[src/rtl/uart_cmd_ctrl_pkg.sv]
// Shared definitions for the UART command controller: command codes, ack byte
// and FSM state encoding.
package uart_cmd_ctrl_pkg;

  localparam logic [7:0] CMD_WRITE = 8'hAA;
  localparam logic [7:0] CMD_READ  = 8'hBB;
  localparam logic [7:0] ACK_BYTE  = 8'h5A;

  typedef enum logic [3:0] {
    IDLE,
    GET_ADDR,
    GET_DATA,
    RF_WR,
    RF_RD,
    WAIT_RD,
    SEND,
    TX_HI,
    TX_LO
  } state_t;

endpackage

[src/rtl/uart_cmd_ctrl.sv]
// UART command controller: decodes AA/BB frames into register-file writes and reads,
// returning read data over UART. Define WRITE_ACK_EN to answer every write with 0x5A.
module uart_cmd_ctrl #(
  parameter int WIDTH      = 8,
  parameter int ADDR_WIDTH = 4
) (
  input  logic                  i_clk,
  input  logic                  i_rst,
  input  logic [WIDTH-1:0]      i_rx_data,
  input  logic                  i_rx_valid,
  input  logic                  i_tx_busy,
  output logic [WIDTH-1:0]      o_tx_data,
  output logic                  o_tx_valid,
  output logic [ADDR_WIDTH-1:0] o_rf_addr,
  output logic                  o_rf_wr_en,
  output logic [WIDTH-1:0]      o_rf_wr_data,
  output logic                  o_rf_rd_en,
  input  logic [WIDTH-1:0]      i_rf_rd_data,
  input  logic                  i_rf_rd_valid,
  output logic                  o_err
);

  import uart_cmd_ctrl_pkg::*;

  localparam logic [WIDTH-1:0] LP_CMD_WR = WIDTH'(CMD_WRITE);
  localparam logic [WIDTH-1:0] LP_CMD_RD = WIDTH'(CMD_READ);
  localparam logic [WIDTH-1:0] LP_ACK    = WIDTH'(ACK_BYTE);

  state_t                r_state;
  state_t                w_next;
  logic [WIDTH-1:0]      r_cmd;
  logic [ADDR_WIDTH-1:0] r_addr;
  logic [WIDTH-1:0]      r_data;
  logic [WIDTH-1:0]      r_tx;
  logic                  r_tx_valid;
  logic                  r_wr_en;
  logic                  r_rd_en;
  logic                  r_err;

  logic w_err;
  logic w_tx_valid;
  logic w_cap_cmd;
  logic w_cap_addr;
  logic w_cap_data;
  logic w_cap_rd;
  logic w_cap_ack;

  always_ff @(posedge i_clk or posedge i_rst) begin
    if (i_rst) r_state <= IDLE;
    else       r_state <= w_next;
  end

  always_comb begin
    w_next     = r_state;
    w_err      = 1'b0;
    w_tx_valid = 1'b0;
    w_cap_cmd  = 1'b0;
    w_cap_addr = 1'b0;
    w_cap_data = 1'b0;
    w_cap_rd   = 1'b0;
    w_cap_ack  = 1'b0;
    case (r_state)
      IDLE: begin
        if (i_rx_valid) begin
          if (i_rx_data == LP_CMD_WR || i_rx_data == LP_CMD_RD) begin
            w_cap_cmd = 1'b1;
            w_next    = GET_ADDR;
          end else begin
            w_err = 1'b1;
          end
        end
      end
      GET_ADDR: begin
        if (i_rx_valid) begin
          w_cap_addr = 1'b1;
          w_next     = (r_cmd == LP_CMD_RD) ? RF_RD : GET_DATA;
        end
      end
      GET_DATA: begin
        if (i_rx_valid) begin
          w_cap_data = 1'b1;
          w_next     = RF_WR;
        end
      end
      RF_WR: begin
`ifdef WRITE_ACK_EN
        w_cap_ack = 1'b1;
        w_next    = SEND;
`else
        w_next    = IDLE;
`endif
      end
      // Read data may arrive in the same cycle as the strobe.
      RF_RD: begin
        if (i_rf_rd_valid) begin
          w_cap_rd = 1'b1;
          w_next   = SEND;
        end else begin
          w_next = WAIT_RD;
        end
      end
      WAIT_RD: begin
        if (i_rf_rd_valid) begin
          w_cap_rd = 1'b1;
          w_next   = SEND;
        end
      end
      SEND: begin
        if (!i_tx_busy) begin
          w_tx_valid = 1'b1;
          w_next     = TX_HI;
        end
      end
      TX_HI:   if (i_tx_busy)  w_next = TX_LO;
      TX_LO:   if (!i_tx_busy) w_next = IDLE;
      default: w_next = IDLE;
    endcase
  end

  // Strobes are registered off the next state so each lasts exactly one state visit.
  always_ff @(posedge i_clk or posedge i_rst) begin
    if (i_rst) begin
      r_cmd      <= '0;
      r_addr     <= '0;
      r_data     <= '0;
      r_tx       <= '0;
      r_tx_valid <= 1'b0;
      r_wr_en    <= 1'b0;
      r_rd_en    <= 1'b0;
      r_err      <= 1'b0;
    end else begin
      r_err      <= w_err;
      r_tx_valid <= w_tx_valid;
      r_wr_en    <= (w_next == RF_WR);
      r_rd_en    <= (w_next == RF_RD);
      if (w_cap_cmd)  r_cmd  <= i_rx_data;
      if (w_cap_addr) r_addr <= i_rx_data[ADDR_WIDTH-1:0];
      if (w_cap_data) r_data <= i_rx_data;
      if (w_cap_rd)       r_tx <= i_rf_rd_data;
      else if (w_cap_ack) r_tx <= LP_ACK;
    end
  end

  assign o_tx_data    = r_tx;
  assign o_tx_valid   = r_tx_valid;
  assign o_rf_addr    = r_addr;
  assign o_rf_wr_en   = r_wr_en;
  assign o_rf_wr_data = r_data;
  assign o_rf_rd_en   = r_rd_en;
  assign o_err        = r_err;

endmodule

[config.mk]
export PLATFORM = sky130hd
export DESIGN_NAME = uart_cmd_ctrl
export DESIGN_NICKNAME = d
export VERILOG_FILES = /design/src/rtl/uart_cmd_ctrl_pkg.sv /design/src/rtl/uart_cmd_ctrl.sv
export SDC_FILE = /design/constraint.sdc
export NUM_CORES = 1
export LEC_CHECK = 0
export CORE_MARGIN = 5
export CORE_UTILIZATION = 50
export DETAILED_ROUTE_END_ITERATION = 8
export MAX_ROUTING_LAYER = met4
export PLACE_DENSITY = 0.87
export SLEW_MARGIN = 20
export SYNTH_ARGS = -nofsm -noshare
export SYNTH_HDL_FRONTEND = slang
export SYNTH_SLANG_ARGS = --single-unit
[constraint.sdc]
create_clock -name i_clk -period 4.5 [get_ports i_clk]
set_input_delay 0.675 -clock i_clk [delete_from_list [all_inputs] [get_ports i_clk]]
set_output_delay 0.675 -clock i_clk [all_outputs]
set_load 0.03 [all_outputs]
# Word level (Yosys, flattened, before mapping)
# Cells that the tools add are included.
[word_totals] regBits=36 in_bits=21
[op_classes] n_eq_ne=12 mux=24 reduce_logical=3
[op_table] operator="2-to-1 mux 4 bit" n=8
[op_table] operator="case mux 4 bit (8 select lines)" n=1
[op_table] operator="== test 8 bit, second input constant" n=3
[op_table] operator="== test 4 x 3 -> 1 bit, second input constant" n=5
[op_table] operator="2-to-1 mux 1 bit" n=13
[op_table] operator="== test 4 x 2 -> 1 bit, second input constant" n=2
[op_table] operator="== test 4 x 1 -> 1 bit, second input constant" n=1
[op_table] operator="== test 4 bit, second input constant" n=1
[op_table] operator="zero test 4 bit" n=1
[op_table] operator="2-to-1 mux 3 bit" n=1
[op_table] operator="2-to-1 mux 2 bit" n=1
[op_table] operator="OR reduction 2 bit" n=1
[op_table] operator="logical OR 1 bit" n=1

# Longest topological paths before layout
# Gate-level depths: netlist of the first run.
[depth] depth_word=6 depth_mapped=4

# Least setup slack after synthesis of the first run
# OpenSTA, ideal clock, no wires.
[synth_timing] path_type="input to register" start="in i_rx_data[2]" end="reg r_cmd[2]" setup_time_ns=0.119 arrival_ns=1.786 required_time_ns=4.381 setup_slack_ns=2.595 path_stages=3 path_buffers=0 cell_sequence="or4b_1 > or4_4 > and2_1"
[synth_via] elab_chain_cells=5 elab_cells_between_ends=6 classes_between="2 x eq/ne; 3 x mux; 1 x reduce/logical"
[synth_rtl] item="from (decl)" line="uart_cmd_ctrl.sv:9" source="input logic [WIDTH-1:0] i_rx_data,"
[synth_rtl] item="== test 8 bit" line="uart_cmd_ctrl.sv:65" source="if (i_rx_data == LP_CMD_WR || i_rx_data == LP_CMD_RD) begin"
[synth_rtl] item="logical OR 1 bit" line="uart_cmd_ctrl.sv:65"
[synth_rtl] item="2-to-1 mux 1 bit" line="uart_cmd_ctrl.sv:65"
[synth_rtl] item="2-to-1 mux 1 bit" line="uart_cmd_ctrl.sv:64" source="if (i_rx_valid) begin"
[synth_rtl] item="2-to-1 mux 1 bit" line="uart_cmd_ctrl.sv:62" source="case (r_state)"
[synth_rtl] item="to (signal assigned)" line="uart_cmd_ctrl.sv:136" source="if (w_cap_cmd) r_cmd <= i_rx_data;"
[synth_rtl] item="to (decl)" line="uart_cmd_ctrl.sv:31" source="logic [WIDTH-1:0] r_cmd;"
# Parallel ways exist; a longest one is shown, timed or not.
# A chain may end at the register's enable or synchronous reset.

# Worst setup path in the final report of the first run
[layout_timing] start="in i_rx_valid" end="reg r_data[4], in the netlist o_rf_wr_data[4]"
[layout_via] elab_chain_cells=2
[layout_rtl] item="from (decl)" line="uart_cmd_ctrl.sv:10" source="input logic i_rx_valid,"
[layout_rtl] item="2-to-1 mux 1 bit" line="uart_cmd_ctrl.sv:80" source="if (i_rx_valid) begin"
[layout_rtl] item="2-to-1 mux 1 bit" line="uart_cmd_ctrl.sv:62"
[layout_rtl] item="to (signal assigned)" line="uart_cmd_ctrl.sv:138" source="if (w_cap_data) r_data <= i_rx_data;"
[layout_rtl] item="to (decl)" line="uart_cmd_ctrl.sv:33" source="logic [WIDTH-1:0] r_data;"
# Every way passes these cells.

==> results of run 1 <==
-- cell usage in the layout, fill, tap and decap left out, types with 2 or more instances in the layout --
| master | count |
|---|---|
| sky130_fd_sc_hd__nand3_1 | 2 |
| sky130_fd_sc_hd__nand2b_1 | 2 |
| sky130_fd_sc_hd__nand3b_1 | 2 |
| sky130_fd_sc_hd__nand4_1 | 2 |
| sky130_fd_sc_hd__mux2_2 | 20 |
| sky130_fd_sc_hd__nor3_1 | 2 |
| sky130_fd_sc_hd__nor2b_1 | 2 |
| sky130_fd_sc_hd__clkinv_2 | 2 |
| sky130_fd_sc_hd__nor4b_1 | 2 |
| sky130_fd_sc_hd__nor3b_1 | 2 |
| sky130_fd_sc_hd__inv_1 | 2 |
| sky130_fd_sc_hd__a41oi_1 | 2 |
| sky130_fd_sc_hd__or2b_1 | 4 |
| sky130_fd_sc_hd__and4b_1 | 2 |
| sky130_fd_sc_hd__nor2_1 | 5 |
| sky130_fd_sc_hd__clkdlybuf4s50_1 | 44 |
| sky130_fd_sc_hd__clkbuf_4 | 5 |
| sky130_fd_sc_hd__dfrtp_1 | 36 |
-- power groups by stage --
stage / clock, mW / sequential, mW / combinational (mW)
after floorplan: 0 / 0.700 / 0.215
after global placement: 0 / 0.526 / 0.637
after detailed placement: 0 / 0.540 / 0.651
after CTS: 0.185 / 0.534 / 0.656
after global routing: 0.200 / 0.552 / 0.685
final: 0.177 / 0.533 / 0.649
-- registers in the layout, summed over array words and instances, names as in the netlist --
name / count
o_err: 1
o_rf_wr_data: 8
o_rf_rd_en: 1
o_tx_data: 8
o_rf_wr_en: 1
r_cmd: 8
r_state: 4
o_tx_valid: 1
o_rf_addr: 4
-- worst min path at each step --
| stage | startpoint | to | slack [ns] | depth (start not counted) |
|---|---|---|---|---|
| floorplan | r_cmd[3] | r_cmd[3] | 0.42 | 1 |
| global placement | r_cmd[3] | r_cmd[3] | 0.44 | 1 |
| detailed placement | r_cmd[5] | r_cmd[5] | 0.45 | 1 |
| CTS | r_cmd[5] | r_cmd[5] | 0.47 | 1 |
| global route | r_cmd[5] | r_cmd[5] | 0.50 | 1 |
| finish | r_cmd[5] | r_cmd[5] | 0.47 | 1 |
-- logic make-up (layout without fill, tap and decap cells) --
group	count (synthesis)	count (layout)	share of synthesized area
xor gates and xnor gates	1	1	0.005687
buffers and inverters	6	55	0.01543
AOI/OAI and AO/OA	10	10	0.05037
DFF	36	36	0.5849
muxes	20	20	0.1462
and+or+nand+nor	42	42	0.1974
-- worst max-delay path, cell delays in order --
cell	delay, ns
sky130_fd_sc_hd__clkdlybuf4s50_1	0.51
sky130_fd_sc_hd__nor3b_1	0.40
sky130_fd_sc_hd__nand3b_1	0.48
sky130_fd_sc_hd__mux2_2	0.44
-- final cells by class --
type | instances | area (um2) | share of cell area
Clock inverter | 2 | 10.01 | 0.004825
Tap cell | 33 | 41.29 | 0.01990
Multi-Input combinational cell | 73 | 615.6 | 0.2967
Timing Repair Buffer | 45 | 447.9 | 0.2159
Sequential cell | 36 | 900.9 | 0.4343
Clock buffer | 6 | 51.30 | 0.02473
Inverter | 2 | 7.507 | 0.003619
-- stage by stage --
| stage | power, mW | hold slack (ns) | utilization | setup WS, ns | cell area (um2) |
|---|---|---|---|---|---|
| after global routing | 1.438 | 0.5039 | 0.6908 | 2.181 | 2074 |
| after global placement | 1.164 | 0.4403 | 0.6704 | 2.014 | 2013 |
| after detailed placement | 1.191 | 0.4465 | 0.6704 | 1.900 | 2013 |
| after floorplan | 0.9156 | 0.4240 | - | 2.595 | 1540 |
| after CTS | 1.374 | 0.4746 | 0.6908 | 2.259 | 2074 |
| final | 1.359 | 0.4700 | 0.6908 | 2.218 | 2074 |
-- layer usage --
| metal | global-route usage | share of wire |
|---|---|---|
| met3 | 0.07179 | 0.056 |
| met1 | 0.2194 | 0.41 |
| met5 | - | 0 |
| met4 | 0.04663 | 0.016 |
| met2 | 0.2958 | 0.51 |
==> Flow_metrics.wiki, run 1 <==
{| class="wikitable"
! Metric !! Value
|-
| RSZ-0062 raised after global routing || false
|-
| Fraction of layout cells with a size suffix above 1 || 0.2073
|-
| Post-detailed-route via-to-cell ratio || 5.711
|-
| Worst setup path category || input port to flip-flop
|-
| Chip width || 65.50 um
|-
| Die Span Y || roughly 66 um
|-
| Part of the power in combinational logic || 0.477
|-
| EDFF count, synth || 0
|-
| Number of hold violations in the final report || 0
|-
| Most frequently used flop master after synthesis || sky130_fd_sc_hd__dfrtp_1
|-
| Cell internal power dissipation || 0.8231 mW
|-
| Count of standard-cell rows || 20
|-
| Share of the synthesized area in the top cell type || 0.5849
|-
| Last weighted congestion value of the routability-driven placer || slightly below 0.9
|-
| Synthesized area per cell || 13.39 um2
|-
| Worst r2r src || r_state[0]
|-
| Synthesized instance count || approximately 120
|-
| Total routed wirelength || 3376 um
|-
| Bufs on Longest Clock Path || 2
|-
| Clock tree from TritonCTS || built
|-
| GRT Total Usage || 0.1846
|-
| Ant diodes || 0
|-
| Sum Neg Setup Slack || 0 ns
|-
| Final clock period utilization by the worst path || 0.5071
|-
| Top achievable clock speed || 438.2 MHz
|-
| Register area share after synthesis || 0.5849
|-
| Quantity of I/O buffers inserted on ports || 44
|-
| Net Count, Synth || roughly 140
|-
| Post-route ant nets || 0
|-
| Slew margin rel. || 0.5747
|-
| Clock transition at the registers of the reported paths || 0.10 ns
|-
| Placed wire-length estimate || 2529 um
|-
| Proportion of total power due to net switching || 0.3944
|-
| Clock share of power || 0.130
|-
| Top Ports || 45
|-
| Number of fill cells in the layout || approximately 230
|-
| Worst setup slack for register-to-register paths || 2.53 ns
|-
| Detailed router's first-iteration violation count || 61
|-
| Most common cell in the synthesized netlist || sky130_fd_sc_hd__dfrtp_1
|-
| Cell type with the largest total area after synthesis || sky130_fd_sc_hd__dfrtp_1
|-
| Number of setup buffers added after CTS || 0
|-
| Setup crit start || i_rx_valid
|-
| Async set-or-reset flop fraction in the synthesized netlist || 1.000
|-
| Yosys warning total || 0
|-
| Detailed-route wire length per cell || 17.14 um
|-
| Post-layout instance count excluding filler cells || 197
|-
| Number of hold buffers added after CTS || 0
|-
| Total core area || 3003 um2
|-
| Most area-consuming cells after synthesis || sky130_fd_sc_hd__dfrtp_1 58%, sky130_fd_sc_hd__mux2_2 15%, sky130_fd_sc_hd__or2b_1 1.9%
|-
| Leakage power summed over all cells || 0.9144 nW
|-
| Depth of the CTS H-tree || 2
|-
| Overflow after GRT || 0
|-
| CTS root buf || sky130_fd_sc_hd__clkbuf_4
|-
| Flip-flop and latch count after synthesis || 36
|-
| Starting density of the core || 0.5129
|-
| Final layout net count || 184
|-
| Synthesized area || 1540 um2
|-
| Number of clock buffers inserted by TritonCTS || 5
|-
| Placed cells || 189
|-
| Data arrival time of the critical path || 2.51 ns
|-
| Result of the run || finished, final reports clean
|-
| Post-layout min period || 2.282 ns
|-
| Cells on worst reg2reg path || 3
|-
| Worst path required time || 4.72 ns
|-
| Critical path launch point type || input port
|-
| Kind of end point of the critical path || flip-flop
|-
| Max Cap Violations || 0
|-
| Most frequent cells after synthesis || 36 x sky130_fd_sc_hd__dfrtp_1, 20 x sky130_fd_sc_hd__mux2_2, 5 x sky130_fd_sc_hd__nor2_1, 4 x sky130_fd_sc_hd__or2b_1, 3 x sky130_fd_sc_hd__clkbuf_1
|-
| Seq pwr share || 0.393
|-
| Total DRC errors in the routed layout || 0
|-
| Largest net degree at the start of global routing || 37
|-
| Transition time at the pin with the least slew margin || 0.6352 ns
|-
| Clock Skews || 0.006921 ns
|-
| Vias in the first global route || 1245
|-
| Top fanout value on the critical path || 10
|-
| Maximum VDD drop || about 0.0004 V
|-
| Vias after detailed routing || 1125
|-
| Capture point of the worst reg-to-reg path || o_rf_wr_data[4]
|-
| Count of cell types in the netlist || 41
|-
| Die footprint || 4290 um2
|-
| First-pass GRT wire length || 5837 um
|-
| Setup violators final || 0
|-
| Net Sw Power || 0.5361 mW
|-
| Final count of pins violating max slew || 0
|-
| Post_cts resized || 0
|-
| Synth-to-layout area growth || 34.69%
|-
| Clock network latency to the later pin of the worst-skew pair || approximately 0.33 ns
|-
| Number of antenna violations at the first check in global routing || 0
|-
| Power Density || 655.2 nW/um2
|-
| Endpoint of the worst setup timing path || o_rf_wr_data[4]
|-
| Number of iterations in the first detailed-routing pass || 4
|-
| Hold Crit Class || flip-flop to flip-flop
|-
| Number of sinks handled by clock tree synthesis || 36
|}
No activity file was read; power rests on OpenSTA's default activity.
==> inputs of run 2 (changes only) <==
--- a/config.mk
+++ b/config.mk
@@ -6,10 +6,10 @@
 export NUM_CORES = 1
 export LEC_CHECK = 0
 export CORE_MARGIN = 5
-export CORE_UTILIZATION = 50
+export CORE_UTILIZATION = 46
 export DETAILED_ROUTE_END_ITERATION = 8
 export MAX_ROUTING_LAYER = met4
-export PLACE_DENSITY = 0.87
+export PLACE_DENSITY = 0.81
 export SLEW_MARGIN = 20
 export SYNTH_ARGS = -nofsm -noshare
 export SYNTH_HDL_FRONTEND = slang
==> constraint.sdc (replaced) <==
create_clock -name i_clk -period 2.3 [get_ports i_clk]
set_input_delay 0.345 -clock i_clk [delete_from_list [all_inputs] [get_ports i_clk]]
set_output_delay 0.345 -clock i_clk [all_outputs]
set_load 0.03 [all_outputs]
==> Flow_metrics.wiki, run 2 (synthesis gave the netlist of run 1 again) <==
{| class="wikitable"
! Metric !! Value
|-
| Result of the run || finished, final reports clean (unchanged)
|-
| Last weighted congestion value of the routability-driven placer || 0.7575 (was 0.8642)
|-
| PnR Total Power || 2.705 mW (was 1.359 mW)
|-
| Die footprint || 4606 um2 (was 4290 um2)
|-
| Transition time at the pin with the least slew margin || 0.5184 ns (was 0.6352 ns)
|-
| Number of clock buffers inserted by TritonCTS || 5 (unchanged)
|-
| Proportion of total power due to net switching || 0.3913 (was 0.3944)
|-
| Chip width || 67.87 um (was 65.50 um)
|-
| Final count of pins violating max slew || 0 (unchanged)
|-
| Post_cts resized || 0 (unchanged)
|-
| Clock network latency to the later pin of the worst-skew pair || 0.34 ns (was 0.33 ns)
|-
| Worst setup path category || flip-flop to flip-flop (was input port to flip-flop)
|-
| Post-placement cell area || 2044 um2 (was 2013 um2)
|-
| Quantity of I/O buffers inserted on ports || 44 (unchanged)
|-
| Depth of the CTS H-tree || 2 (unchanged)
|-
| Starting density of the core || 0.4690 (was 0.5129)
|-
| Bufs on Longest Clock Path || 2 (unchanged)
|-
| Setup crit start || r_state[1] (was i_rx_valid)
|-
| GRT Total Usage || 0.1724 (was 0.1846)
|-
| Top Ports || 45 (unchanged)
|-
| Clock tree from TritonCTS || built (unchanged)
|-
| Commonest non-fill, non-tap cell in the layout || sky130_fd_sc_hd__clkdlybuf4s50_1 (unchanged)
|-
| Maximum VDD drop || 0.0007362 V (was 0.0003983 V)
|-
| Number of hold buffers added after CTS || 0 (unchanged)
|-
| Fraction of layout cells with a size suffix above 1 || 0.2121 (was 0.2073)
|-
| Total routed wirelength || 3429 um (was 3376 um)
|-
| Power Density || 1282 nW/um2 (was 655.2 nW/um2)
|-
| Detailed-route wire length per cell || 16.25 um (was 17.14 um)
|-
| Final clock period utilization by the worst path || 0.8207
|-
| RSZ-0062 raised after global routing || false (unchanged)
|-
| Number of fill cells in the layout || 257 (was 225)
|-
| Slew margin rel. || 0.6533 (was 0.5747)
|-
| Total core area || 3284 um2 (was 3003 um2)
|-
| Clock Skews || 0.01266 ns (was 0.006921 ns)
|-
| Part of the power in combinational logic || 0.475 (was 0.477)
|-
| Synth-to-layout area growth || 36.96% (was 34.69%)
|-
| Largest net degree at the start of global routing || 37 (unchanged)
|-
| Hold Crit Class || input port to asynchronous set/reset pin (was flip-flop to flip-flop)
|-
| Cells on worst reg2reg path || 3 (unchanged)
|-
| CTS root buf || sky130_fd_sc_hd__clkbuf_4 (unchanged)
|-
| First-pass GRT wire length || 5609 um (was 5837 um)
|-
| Vias after detailed routing || 1127 (was 1125)
|-
| Longest individual stage delay on the worst path || 0.57 ns (was 0.51 ns)
|-
| Post-layout min period || 1.888 ns
|-
| Sum Neg Setup Slack || 0 ns (unchanged)
|-
| Post-layout instance area || 2110 um2 (was 2074 um2)
|-
| Clock transition at the registers of the reported paths || 0.11 ns (was 0.10 ns)
|-
| Worst setup slack for register-to-register paths || 0.41 ns (was 2.53 ns)
|-
| Clock share of power || 0.140 (was 0.130)
|-
| Setup violators final || 0 (unchanged)
|-
| Detailed router's first-iteration violation count || 89 (was 61)
|-
| Cell internal power dissipation || 1.647 mW (was 0.8231 mW)
|-
| Crit-path slowest cell || sky130_fd_sc_hd__or4b_1 (was sky130_fd_sc_hd__clkdlybuf4s50_1)
|-
| Final layout net count || 186 (was 184)
|-
| Overflow after GRT || 0 (unchanged)
|-
| Number of setup buffers added after CTS || 0 (unchanged)
|-
| Capture point of the worst reg-to-reg path || r_cmd[2] (was o_rf_wr_data[4])
|-
| Worst path cell trace || or4b_1, or4_4, and2_1 (was clkdlybuf4s50_1, nor3b_1, nand3b_1, mux2_2)
|-
| Critical path launch point type || flip-flop (was input port)
|-
| Seq pwr share || 0.385 (was 0.393)
|-
| Data arrival time of the critical path || 2.12 ns (was 2.51 ns)
|-
| Top library cells by usage in the layout, fill and taps aside || 44 x sky130_fd_sc_hd__clkdlybuf4s50_1, 36 x sky130_fd_sc_hd__dfrtp_1, 20 x sky130_fd_sc_hd__mux2_2 (unchanged)
|-
| Vias in the first global route || 1182 (was 1245)
|-
| Kind of end point of the critical path || flip-flop (unchanged)
|-
| Die Span Y || 67.87 um (was 65.50 um)
|-
| Number of iterations in the first detailed-routing pass || 4 (unchanged)
|-
| Ant diodes || 0 (unchanged)
|-
| Placed wire-length estimate || 2497 um (was 2529 um)
|-
| Total DRC errors in the routed layout || 0 (unchanged)
|-
| Post-detailed-route via-to-cell ratio || 5.341 (was 5.711)
|-
| Top fanout value on the critical path || 15 (was 10)
|-
| Top achievable clock speed || between 500 and 600 MHz
|-
| Net Sw Power || 1.059 mW (was 0.5361 mW)
|-
| Number of sinks handled by clock tree synthesis || 36 (unchanged)
|-
| Number of hold violations in the final report || 0 (unchanged)
|-
| Worst r2r src || r_state[1] (was r_state[0])
|-
| Max Cap Violations || 0 (unchanged)
|-
| Post-route ant nets || 0 (unchanged)
|-
| Leakage power summed over all cells || 0.9241 nW (was 0.9144 nW)
|-
| Count of standard-cell rows || 21 (was 20)
|-
| Worst path required time || 2.53 ns (was 4.72 ns)
|-
| Number of antenna violations at the first check in global routing || 0 (unchanged)
|}
run 2: changes by cell type in the layout (fill, tap and decap cells not counted), sizes merged:
| cell | before | now |
|---|---|---|
| clkinv | 2 | 0 |
| buf | 1 | 3 |
| clkbuf | 6 | 7 |
run 2: area by class of cell:
class | instances | area (um2) | share of cell area
Timing Repair Buffer | 47 | 462.9 | 0.2195
Inverter | 2 | 7.507 | 0.003559
Clock buffer | 7 | 65.06 | 0.03084
Multi-Input combinational cell | 73 | 615.6 | 0.2918
Sequential cell | 36 | 900.9 | 0.4270
Tap cell | 46 | 57.56 | 0.02728
run 2: worst max path at each step:
| stage | to |
|---|---|
| floorplan | r_cmd[2] |
| global placement | r_cmd[2] |
| detailed placement | r_cmd[2] |
| CTS | r_cmd[2] |
| global route | r_cmd[2] |
| finish | r_cmd[2] |
run 2: worst max-delay path: cells and delay by family (launching register included):
| family | cells | cell delay (ns) |
|---|---|---|
| and+or+nand+nor | 3 | 1.22 |
| DFF | 1 | 0.56 |
run 2: power groups by stage:
stage / sequential [mW] / combinational [mW] / clock, mW
2_1_floorplan: 1.37 / 0.421 / 0
3_3_place_gp: 1.03 / 1.27 / 0
3_5_place_dp: 1.05 / 1.29 / 0
4_1_cts: 1.04 / 1.30 / 0.391
5_1_grt: 1.08 / 1.35 / 0.419
6_report: 1.04 / 1.29 / 0.378
run 2: routing by layer:
metal,track usage,share of wire,vias to the layer above
li1,-,-,521
met1,0.2179,0.45,547
met2,0.2479,0.46,55
met3,0.06897,0.073,4
met4,0.06700,0.016,0
met5,-,0,-
run 2: per-stage QoR:
step	std cells	setup WS, ns	hold slack, ns	util
2_1_floorplan	115	0.6617	0.4159	-
3_3_place_gp	204	0.2017	0.4427	0.6225
3_5_place_dp	204	0.1734	0.4480	0.6225
4_1_cts	211	0.4169	0.4025	0.6423
5_1_grt	211	0.3644	0.4243	0.6423
6_report	211	0.4124	0.3977	0.6423
